===== config.mk =====
export PLATFORM = sky130hd
export DESIGN_NAME = prop_reset_pulse
export DESIGN_NICKNAME = d
export VERILOG_FILES = /design/src/rtl/prop_board_pkg.sv /design/src/rtl/sync_bit.sv /design/src/rtl/prop_reset_pulse.sv
export SDC_FILE = /design/constraint.sdc
export NUM_CORES = 1
export LEC_CHECK = 0
export ABC_CLOCK_PERIOD_IN_PS = 2600
export CORE_UTILIZATION = 52
export DETAILED_ROUTE_END_ITERATION = 12
export GPL_TIMING_DRIVEN = 0
export PLACE_DENSITY_LB_ADDON = 0.3
export SYNTH_ARGS = -nofsm -noshare
export SYNTH_HDL_FRONTEND = slang
export SYNTH_HIERARCHICAL = 1
export SYNTH_SLANG_ARGS = --single-unit

===== constraint.sdc =====
create_clock -name clock -period 2.6 [get_ports clock]
set_input_delay 0.52 -clock clock [delete_from_list [all_inputs] [get_ports clock]]
set_output_delay 0.52 -clock clock [all_outputs]
set_load 0.03 [all_outputs]

===== src/rtl/prop_board_pkg.sv =====
// Shared board-level reset types and defaults for the Propeller reset path.
// Used by prop_reset_pulse; see that file for the PROP_RESET_RTS_LEVEL_EN option.
package prop_board_pkg;

  typedef enum logic [1:0] {
    IDLE,
    PULSE,
    HOLDOFF
  } rst_state_t;

  localparam int RST_SYNC_STAGES_DEF    = 2;
  localparam int RST_PULSE_CYCLES_DEF   = 16;
  localparam int RST_HOLDOFF_CYCLES_DEF = 8;

  localparam logic [7:0] RST_PULSE_COUNT_MAX = 8'hFF;

  // Counter must hold the larger of the two reload values.
  function automatic int rst_cnt_width(input int pulse_cycles, input int holdoff_cycles);
    int m;
    m = (pulse_cycles > holdoff_cycles) ? pulse_cycles : holdoff_cycles;
    return (m < 1) ? 1 : $clog2(m + 1);
  endfunction

endpackage


===== src/rtl/sync_bit.sv =====
// Multi-flop synchronizer for one asynchronous bit, preset to RESET_VAL in reset
// so that the first cycles after reset release never show a false transition.
module sync_bit #(
  parameter int   STAGES    = 2,
  parameter logic RESET_VAL = 1'b1
) (
  input  logic i_clock,
  input  logic i_nres,
  input  logic i_d,
  output logic o_q
);

  logic [STAGES-1:0] r_sync;

  always_ff @(posedge i_clock or negedge i_nres) begin
    if (!i_nres) begin
      r_sync <= {STAGES{RESET_VAL}};
    end else begin
      r_sync <= {r_sync[STAGES-2:0], i_d};
    end
  end

  assign o_q = r_sync[STAGES-1];

endmodule


===== src/rtl/prop_reset_pulse.sv =====
// Reset-request conditioner: merges RTS (edge-coupled pulse), Prop Plug and button
// into one registered active-high request. Define PROP_RESET_RTS_LEVEL_EN for level-coupled RTS.
module prop_reset_pulse
  import prop_board_pkg::*;
#(
  parameter int SYNC_STAGES    = RST_SYNC_STAGES_DEF,
  parameter int PULSE_CYCLES   = RST_PULSE_CYCLES_DEF,
  parameter int HOLDOFF_CYCLES = RST_HOLDOFF_CYCLES_DEF
) (
  input  logic       clock,
  input  logic       nres,
  input  logic       rts_n,
  input  logic       plug_res_n,
  input  logic       button_n,
  input  logic       plug_sel,
  output logic       res_req,
  output logic       busy,
  output logic [7:0] pulse_count
);

  logic w_rts_s;
  logic w_plug_s;
  logic w_button_s;
  logic w_level_req;
  logic r_res_req;

  sync_bit #(.STAGES(SYNC_STAGES), .RESET_VAL(1'b1)) u_sync_rts (
    .i_clock (clock),
    .i_nres  (nres),
    .i_d     (rts_n),
    .o_q     (w_rts_s)
  );

  sync_bit #(.STAGES(SYNC_STAGES), .RESET_VAL(1'b1)) u_sync_plug (
    .i_clock (clock),
    .i_nres  (nres),
    .i_d     (plug_res_n),
    .o_q     (w_plug_s)
  );

  sync_bit #(.STAGES(SYNC_STAGES), .RESET_VAL(1'b1)) u_sync_button (
    .i_clock (clock),
    .i_nres  (nres),
    .i_d     (button_n),
    .o_q     (w_button_s)
  );

  assign w_level_req = ~w_button_s | (plug_sel & ~w_plug_s);

`ifdef PROP_RESET_RTS_LEVEL_EN

  always_ff @(posedge clock or negedge nres) begin
    if (!nres) begin
      r_res_req <= 1'b1;
    end else begin
      r_res_req <= w_level_req | (~plug_sel & ~w_rts_s);
    end
  end

  assign busy        = 1'b0;
  assign pulse_count = 8'd0;

`else

  localparam int CNT_W = rst_cnt_width(PULSE_CYCLES, HOLDOFF_CYCLES);
  localparam logic [CNT_W-1:0] PULSE_LOAD = CNT_W'(PULSE_CYCLES - 1);
  localparam logic [CNT_W-1:0] HOLD_LOAD  = CNT_W'(HOLDOFF_CYCLES - 1);
  localparam logic [CNT_W-1:0] CNT_ONE    = CNT_W'(1);
  localparam logic [CNT_W-1:0] CNT_ZERO   = '0;

  rst_state_t       r_state;
  rst_state_t       w_state_next;
  logic [CNT_W-1:0] r_cnt;
  logic [CNT_W-1:0] w_cnt_next;
  logic             r_pending;
  logic             w_pending_next;
  logic [7:0]       r_pcount;
  logic [7:0]       w_pcount_next;
  logic [7:0]       w_pcount_inc;
  logic             r_rts_prev;
  logic             w_rts_fall;

  // Edges are gated only at detection, so a pulse already running finishes.
  assign w_rts_fall   = r_rts_prev & ~w_rts_s & ~plug_sel;
  assign w_pcount_inc = (r_pcount == RST_PULSE_COUNT_MAX) ? r_pcount : r_pcount + 8'd1;

  always_ff @(posedge clock or negedge nres) begin
    if (!nres) begin
      r_state    <= IDLE;
      r_cnt      <= CNT_ZERO;
      r_pending  <= 1'b0;
      r_pcount   <= 8'd0;
      r_rts_prev <= 1'b1;
      r_res_req  <= 1'b1;
    end else begin
      r_state    <= w_state_next;
      r_cnt      <= w_cnt_next;
      r_pending  <= w_pending_next;
      r_pcount   <= w_pcount_next;
      r_rts_prev <= w_rts_s;
      r_res_req  <= (w_state_next == PULSE) | w_level_req;
    end
  end

  // An edge seen during HOLDOFF is queued and launches a new pulse once HOLDOFF ends.
  always_comb begin
    w_state_next   = r_state;
    w_cnt_next     = r_cnt;
    w_pending_next = r_pending;
    w_pcount_next  = r_pcount;
    unique case (r_state)
      IDLE: begin
        if (w_rts_fall) begin
          w_state_next  = PULSE;
          w_cnt_next    = PULSE_LOAD;
          w_pcount_next = w_pcount_inc;
        end
      end
      PULSE: begin
        if (w_rts_fall) begin
          w_cnt_next = PULSE_LOAD;
        end else if (r_cnt == CNT_ZERO) begin
          if (HOLDOFF_CYCLES == 0) begin
            w_state_next = IDLE;
          end else begin
            w_state_next = HOLDOFF;
            w_cnt_next   = HOLD_LOAD;
          end
        end else begin
          w_cnt_next = r_cnt - CNT_ONE;
        end
      end
      HOLDOFF: begin
        if (r_cnt == CNT_ZERO) begin
          if (r_pending | w_rts_fall) begin
            w_state_next   = PULSE;
            w_cnt_next     = PULSE_LOAD;
            w_pending_next = 1'b0;
            w_pcount_next  = w_pcount_inc;
          end else begin
            w_state_next = IDLE;
          end
        end else begin
          w_cnt_next = r_cnt - CNT_ONE;
          if (w_rts_fall) begin
            w_pending_next = 1'b1;
          end
        end
      end
      default: begin
        w_state_next   = IDLE;
        w_cnt_next     = CNT_ZERO;
        w_pending_next = 1'b0;
      end
    endcase
  end

  assign busy        = (r_state != IDLE);
  assign pulse_count = r_pcount;

`endif

  assign res_req = r_res_req;

endmodule


# Word-level counts from Yosys, hierarchy flattened
# Cells that the tools add are included.
dict set report word_totals {
  register_bits 24
  inputBits 6
  output_inout_bits 10
  wordCells 60
}
dict set report op_classes {
  n_addsub 2
  n_eq_ne 9
  muxes 21
  bitwise_logic 11
  n_reduce_logical 8
}
# operator count
set ops {}
lappend ops {{$mux 8} 4}
lappend ops {{$mux 5} 5}
lappend ops {{$pmux 8 s2} 1}
lappend ops {{$pmux 5 s3} 1}
lappend ops {{$add 8x1->8 const B} 1}
lappend ops {{$eq 8x8->1 const B} 1}
lappend ops {{$mux 2} 4}
lappend ops {{$ne 2x2->1 const B} 3}
lappend ops {{$ne 3x3->1 const B} 2}
lappend ops {{$pmux 2 s3} 1}
lappend ops {{$logic_not 5->1} 1}
lappend ops {{$not 1->1} 5}
lappend ops {{$sub 5x1->5 const B} 1}
lappend ops {{$eq 2x1->1 const B} 2}
lappend ops {{$mux 1} 4}
lappend ops {{$reduce_and 4->1} 1}
lappend ops {{$reduce_bool 2->1} 2}
lappend ops {{$and 1x1->1} 3}
lappend ops {{$or 1x1->1} 3}
lappend ops {{$reduce_and 3->1} 1}
lappend ops {{$eq 2x2->1 const B} 1}
lappend ops {{$logic_not 2->1} 1}
lappend ops {{$pmux 1 s2} 1}
lappend ops {{$reduce_and 2->1} 1}
lappend ops {{$reduce_or 2->1} 1}

# Logic depth before layout (Yosys ltp)
# Gate-level depths: netlist of the first run.
dict set report logic_depth {
  depth_word 9
  mapped_depth 7
  mapped_depth_nobuf 6
}

# Hierarchy
# Netlist of the first run, hierarchy kept.
# module instances cells_each area_each_um2 seq_area_each_um2
set modules_own_cells {}
lappend modules_own_cells {prop_reset_pulse 1 97 979.7 452.9}
lappend modules_own_cells {sync_bit 3 2 52.6 52.6}

# Worst setup path after synthesis of the first run
# OpenSTA, ideal clock, no wires.
dict set report synth_timing {
  kind {register to register}
  startpoint {reg r_cnt[0]}
  endpoint {reg r_pcount[1] (netlist: pulse_count[1])}
  setup_time_ns 0.127
  arrival_time_ns 2.148
  required_time_ns 2.473
  setup_slack_ns 0.324
  path_stages_with_launch 8
  path_buffers 1
  synth_period_minus_slack_ns 2.276
  cell_sequence {dfrtp_1 inv_1 ha_1 or4b_1 buf_4 a221oi_4 and2_2 mux2_1}
}
dict set report synth_via {
  elab_chain_len 3
}
# item line_no
set synth_lines {}
lappend synth_lines {{start: declaration} prop_reset_pulse.sv:73} ;# logic [CNT_W-1:0] r_cnt;
lappend synth_lines {{start signal: assignment} prop_reset_pulse.sv:97} ;# r_cnt <= w_cnt_next;
lappend synth_lines {{$logic_not 5->1} prop_reset_pulse.sv:134} ;# if (r_cnt == CNT_ZERO) begin
lappend synth_lines {{$ne 2x2->1 (no line)} n/a}
lappend synth_lines {{$reduce_and 4->1 (no line)} n/a}
lappend synth_lines {{end signal: assignment} prop_reset_pulse.sv:99} ;# r_pcount <= w_pcount_next;
lappend synth_lines {{end: declaration} prop_reset_pulse.sv:77} ;# logic [7:0] r_pcount;
# No other way between the ends.
# A chain may end at the register's enable or synchronous reset.

# Final worst setup path of the first run
dict set report layout_timing {
  startpoint {reg r_state[0]}
  endpoint {out busy}
}
dict set report layout_via {
  elab_chain_len 1
}
# item line_no
set layout_lines {}
lappend layout_lines {{start: declaration} prop_reset_pulse.sv:71} ;# rst_state_t r_state;
lappend layout_lines {{start signal: assignment} prop_reset_pulse.sv:96} ;# r_state <= w_state_next;
lappend layout_lines {{$reduce_bool 2->1} prop_reset_pulse.sv:158} ;# assign busy = (r_state != IDLE);
lappend layout_lines {{end: declaration} prop_reset_pulse.sv:17} ;# output logic busy,
# No other way between the ends.

==> results.tsv, run 1 <==
metric	value	unit
hold_depth	0	
cp.arrival	1.97	ns
die_y	48.8	um
vias	820	
syn2layout_area_growth	20.4	%
worst-path-max-fanout	10	
n_antenna_cell	0	
tightestPinTransition	1.04	ns
clock_tree.root_cell	clkbuf_4	
synth-async-reset-ratio	1.00	
post-place-cells	145	
setup_slack	0.107	ns
die_w	48.8	um
initial_core_util	0.568	
setup_viol	0	
crit_family	buffers and inverters	
powerDensity	902	nW/um^2
firstDrtPassIters	4	
status	completed	
cts_made_buffers	3	
finClkSkew	0.00187	ns
syn-num-nets	111	
drt-initial-drc-count	21	
cp.buffers_inverters	2	
grt.total_usage	0.204	
critical_path.max_stage_delay	0.59	ns
dp_slack	-0.00198	ns
max_freq	0.401	GHz
wl	2050	um
grt_start_max_net_pins	25	
final_area	1370	sq um
max_cap_viol_count	0	
yosys.cell_types.count	35	
rsz0062_at_grt	no	
core	2000	sq um
synth_area_per_cell	11.0	sq um
hold_viol_final	0	
critPathRequiredTime	2.08	ns
place_congestion	0.843	
cp-end-kind	output pin	
power_leakage	0.000576	uW
cts.path.max_buffers	2	
synth.most_common_cell	dfrtp_1	
synth_top_area_share	0.352	
wire_per_inst	14.0	um
clock_latency	0.31	ns
syn_inst	103	
ir_drop	0.823	mV
r2r_cells	7	
ys_seq_elements	24	
crit_path_start_kind	flop	
slowest_stage	clkdlybuf4s50_1	
synth_ff_type	dfrtp_1	
cp_cell_sequence	clkbuf_2 > or2_2 > clkdlybuf4s50_1	
syn-cell-area	1140	sq um
synth_edf_count	0	
io-pin-count	16	
io_buffers	15	
stdcell_count	147	
cts_setup_buffers	0	
relSlewSlack	0.307	
min_period	2.49	ns
clk_pin_slew	0.13	ns
ys_warn_count	6	
viasPerCell	5.58	
path_depth	3	
seq_area_frac_synth	0.537	
finalCritPeriodShare	0.959	
hp-class	reg -> reg	
grt_first_pass_wirelength	3680	um
placed_cell_area	1320	sq um
cts_max_level	1	
report.final.slew_viol_count	0	
synth_area_leaders	dfrtp_1 35%, dfstp_2 18%, a21oi_1 3.1%	
cts_tree	done	
grt_pass1_vias	851	
worst-setup-path-type	reg -> out	
nets	129	
dieArea	2380	sq um
drive_gt1_frac	0.225	
ant_nets	0	
ctsHoldBuffers	0	
clock-sinks	24	
synth_commonest_cells	16 x dfrtp_1, 8 x dfstp_2, 8 x nand2_1	
num_rows	16	
hpwl	1480	um
route.detailed.drc	0	
overflow	0	
yosys.area.top_type	dfrtp_1	
fin_total_pwr	1230	uW
antenna_found_initial	0	
-- metal layers --
metal	track usage	vias up	part of all wire
li1	-	408	-
met1	0.236	394	0.47
met2	0.368	16	0.48
met3	0.0346	2	0.037
met4	0.0833	0	0.0068
met5	0	-	0
-- worst reg2reg max path, delay by kind of cell (launching register included) --
kind / cells / cell delay [ns]
DFF: 1 / 0.44
muxes: 1 / 0.32
and+or+nand+nor: 2 / 0.72
adders and majority gates: 1 / 0.21
buffers and inverters: 2 / 0.25
AOI/OAI and AO/OA: 1 / 0.40
-- stage by stage --
stage | hold WS [ns] | TNS [ns] | util
3_3_place_gp | 0.346 | 0 | 0.660
6_report | 0.369 | 0 | 0.684
4_1_cts | 0.368 | 0 | 0.688
3_5_place_dp | 0.349 | -0.00198 | 0.660
5_1_grt | 0.374 | 0 | 0.684
2_1_floorplan | 0.224 | 0 | -
-- flip-flops by register name (all words and copies together) (netlist names), 2 cells and up --
name / flops
pulse_count: 8
r_cnt: 5
r_state: 2
u_sync_button/r_sync: 2
u_sync_plug/r_sync: 2
u_sync_rts/r_sync: 2
-- power breakdown --
group	internal, uW	switching (uW)	leakage [uW]	total (uW)
clock network	156	109	0.0000279	265
registers	456	89.2	0.000286	545
logic	199	225	0.000262	424
total	811	424	0.000576	1230
-- cell type report --
| cell class | count | area [sq um] |
|---|---|---|
| sequential | 24 | 611 |
| tap | 27 | 33.8 |
| fill | 163 | 633 |
| clock inverter | 1 | 30.0 |
| buffer | 3 | 17.5 |
| multi-input combinational | 71 | 493 |
| timing repair buffer | 15 | 150 |
| inverter | 3 | 11.3 |
| clock buffer | 3 | 22.5 |
-- final timing paths --
| kind | start | end | slack [ns] |
|---|---|---|---|
| setup / recovery | r_state[0]$_DFF_PN0_ | busy | 0.11 |
| hold / removal | u_sync_rts/r_sync[0]$_DFF_PN1_ | u_sync_rts/r_sync[1]$_DFF_PN1_ | 0.37 |
| setup reg to reg | r_cnt[0]$_DFFE_PN0P_ | pulse_count[1]$_DFFE_PN0P_ | 0.14 |
| hold reg to reg | u_sync_rts/r_sync[0]$_DFF_PN1_ | u_sync_rts/r_sync[1]$_DFF_PN1_ | 0.37 |
| max in group asynchronous | nres | r_state[0]$_DFF_PN0_ | 1.22 |
| min in group asynchronous | nres | r_cnt[3]$_DFFE_PN0P_ | 0.76 |
-- what timing repair did --
item                       CTS  global route
gates resized for setup      2             0
setup endpoints to repair    1             1
hold endpoints to repair     0             0
-- cell usage in the layout (no fill, tap or decap), types with 3 or more instances in the layout --
| cell | Yosys | final |
|---|---|---|
| and3_1 | 4 | 4 |
| a21oi_1 | 7 | 7 |
| nand3_1 | 4 | 4 |
| inv_1 | 3 | 3 |
| clkbuf_4 | 0 | 3 |
| nor2_1 | 4 | 4 |
| dfrtp_1 | 16 | 16 |
| a31oi_1 | 3 | 3 |
| o21ai_0 | 6 | 6 |
| xnor2_1 | 3 | 3 |
| dfstp_2 | 8 | 8 |
| mux2_2 | 3 | 3 |
| nand2_1 | 8 | 8 |
| clkdlybuf4s50_1 | 0 | 15 |
-- cell families (layout without fill, tap and decap cells) --
kind of cell / after synthesis / count (layout) / synth area share
xor+xnor: 5 / 5 / 0.0385
mux: 5 / 5 / 0.0484
buf+inv: 8 / 25 / 0.0297
fa+ha+maj: 2 / 2 / 0.0220
compound gates: 24 / 24 / 0.150
simple gates: 35 / 35 / 0.175
flops: 24 / 24 / 0.537
Note: power is estimated with default switching activity, not from simulation.
==> run 2, diff against run 1 <==
Settings changed: HOLD_SLACK_MARGIN from default to 0.02.
==> results of run 2 <==
The final DEF is identical to that of run 1; final timing and power are the same.
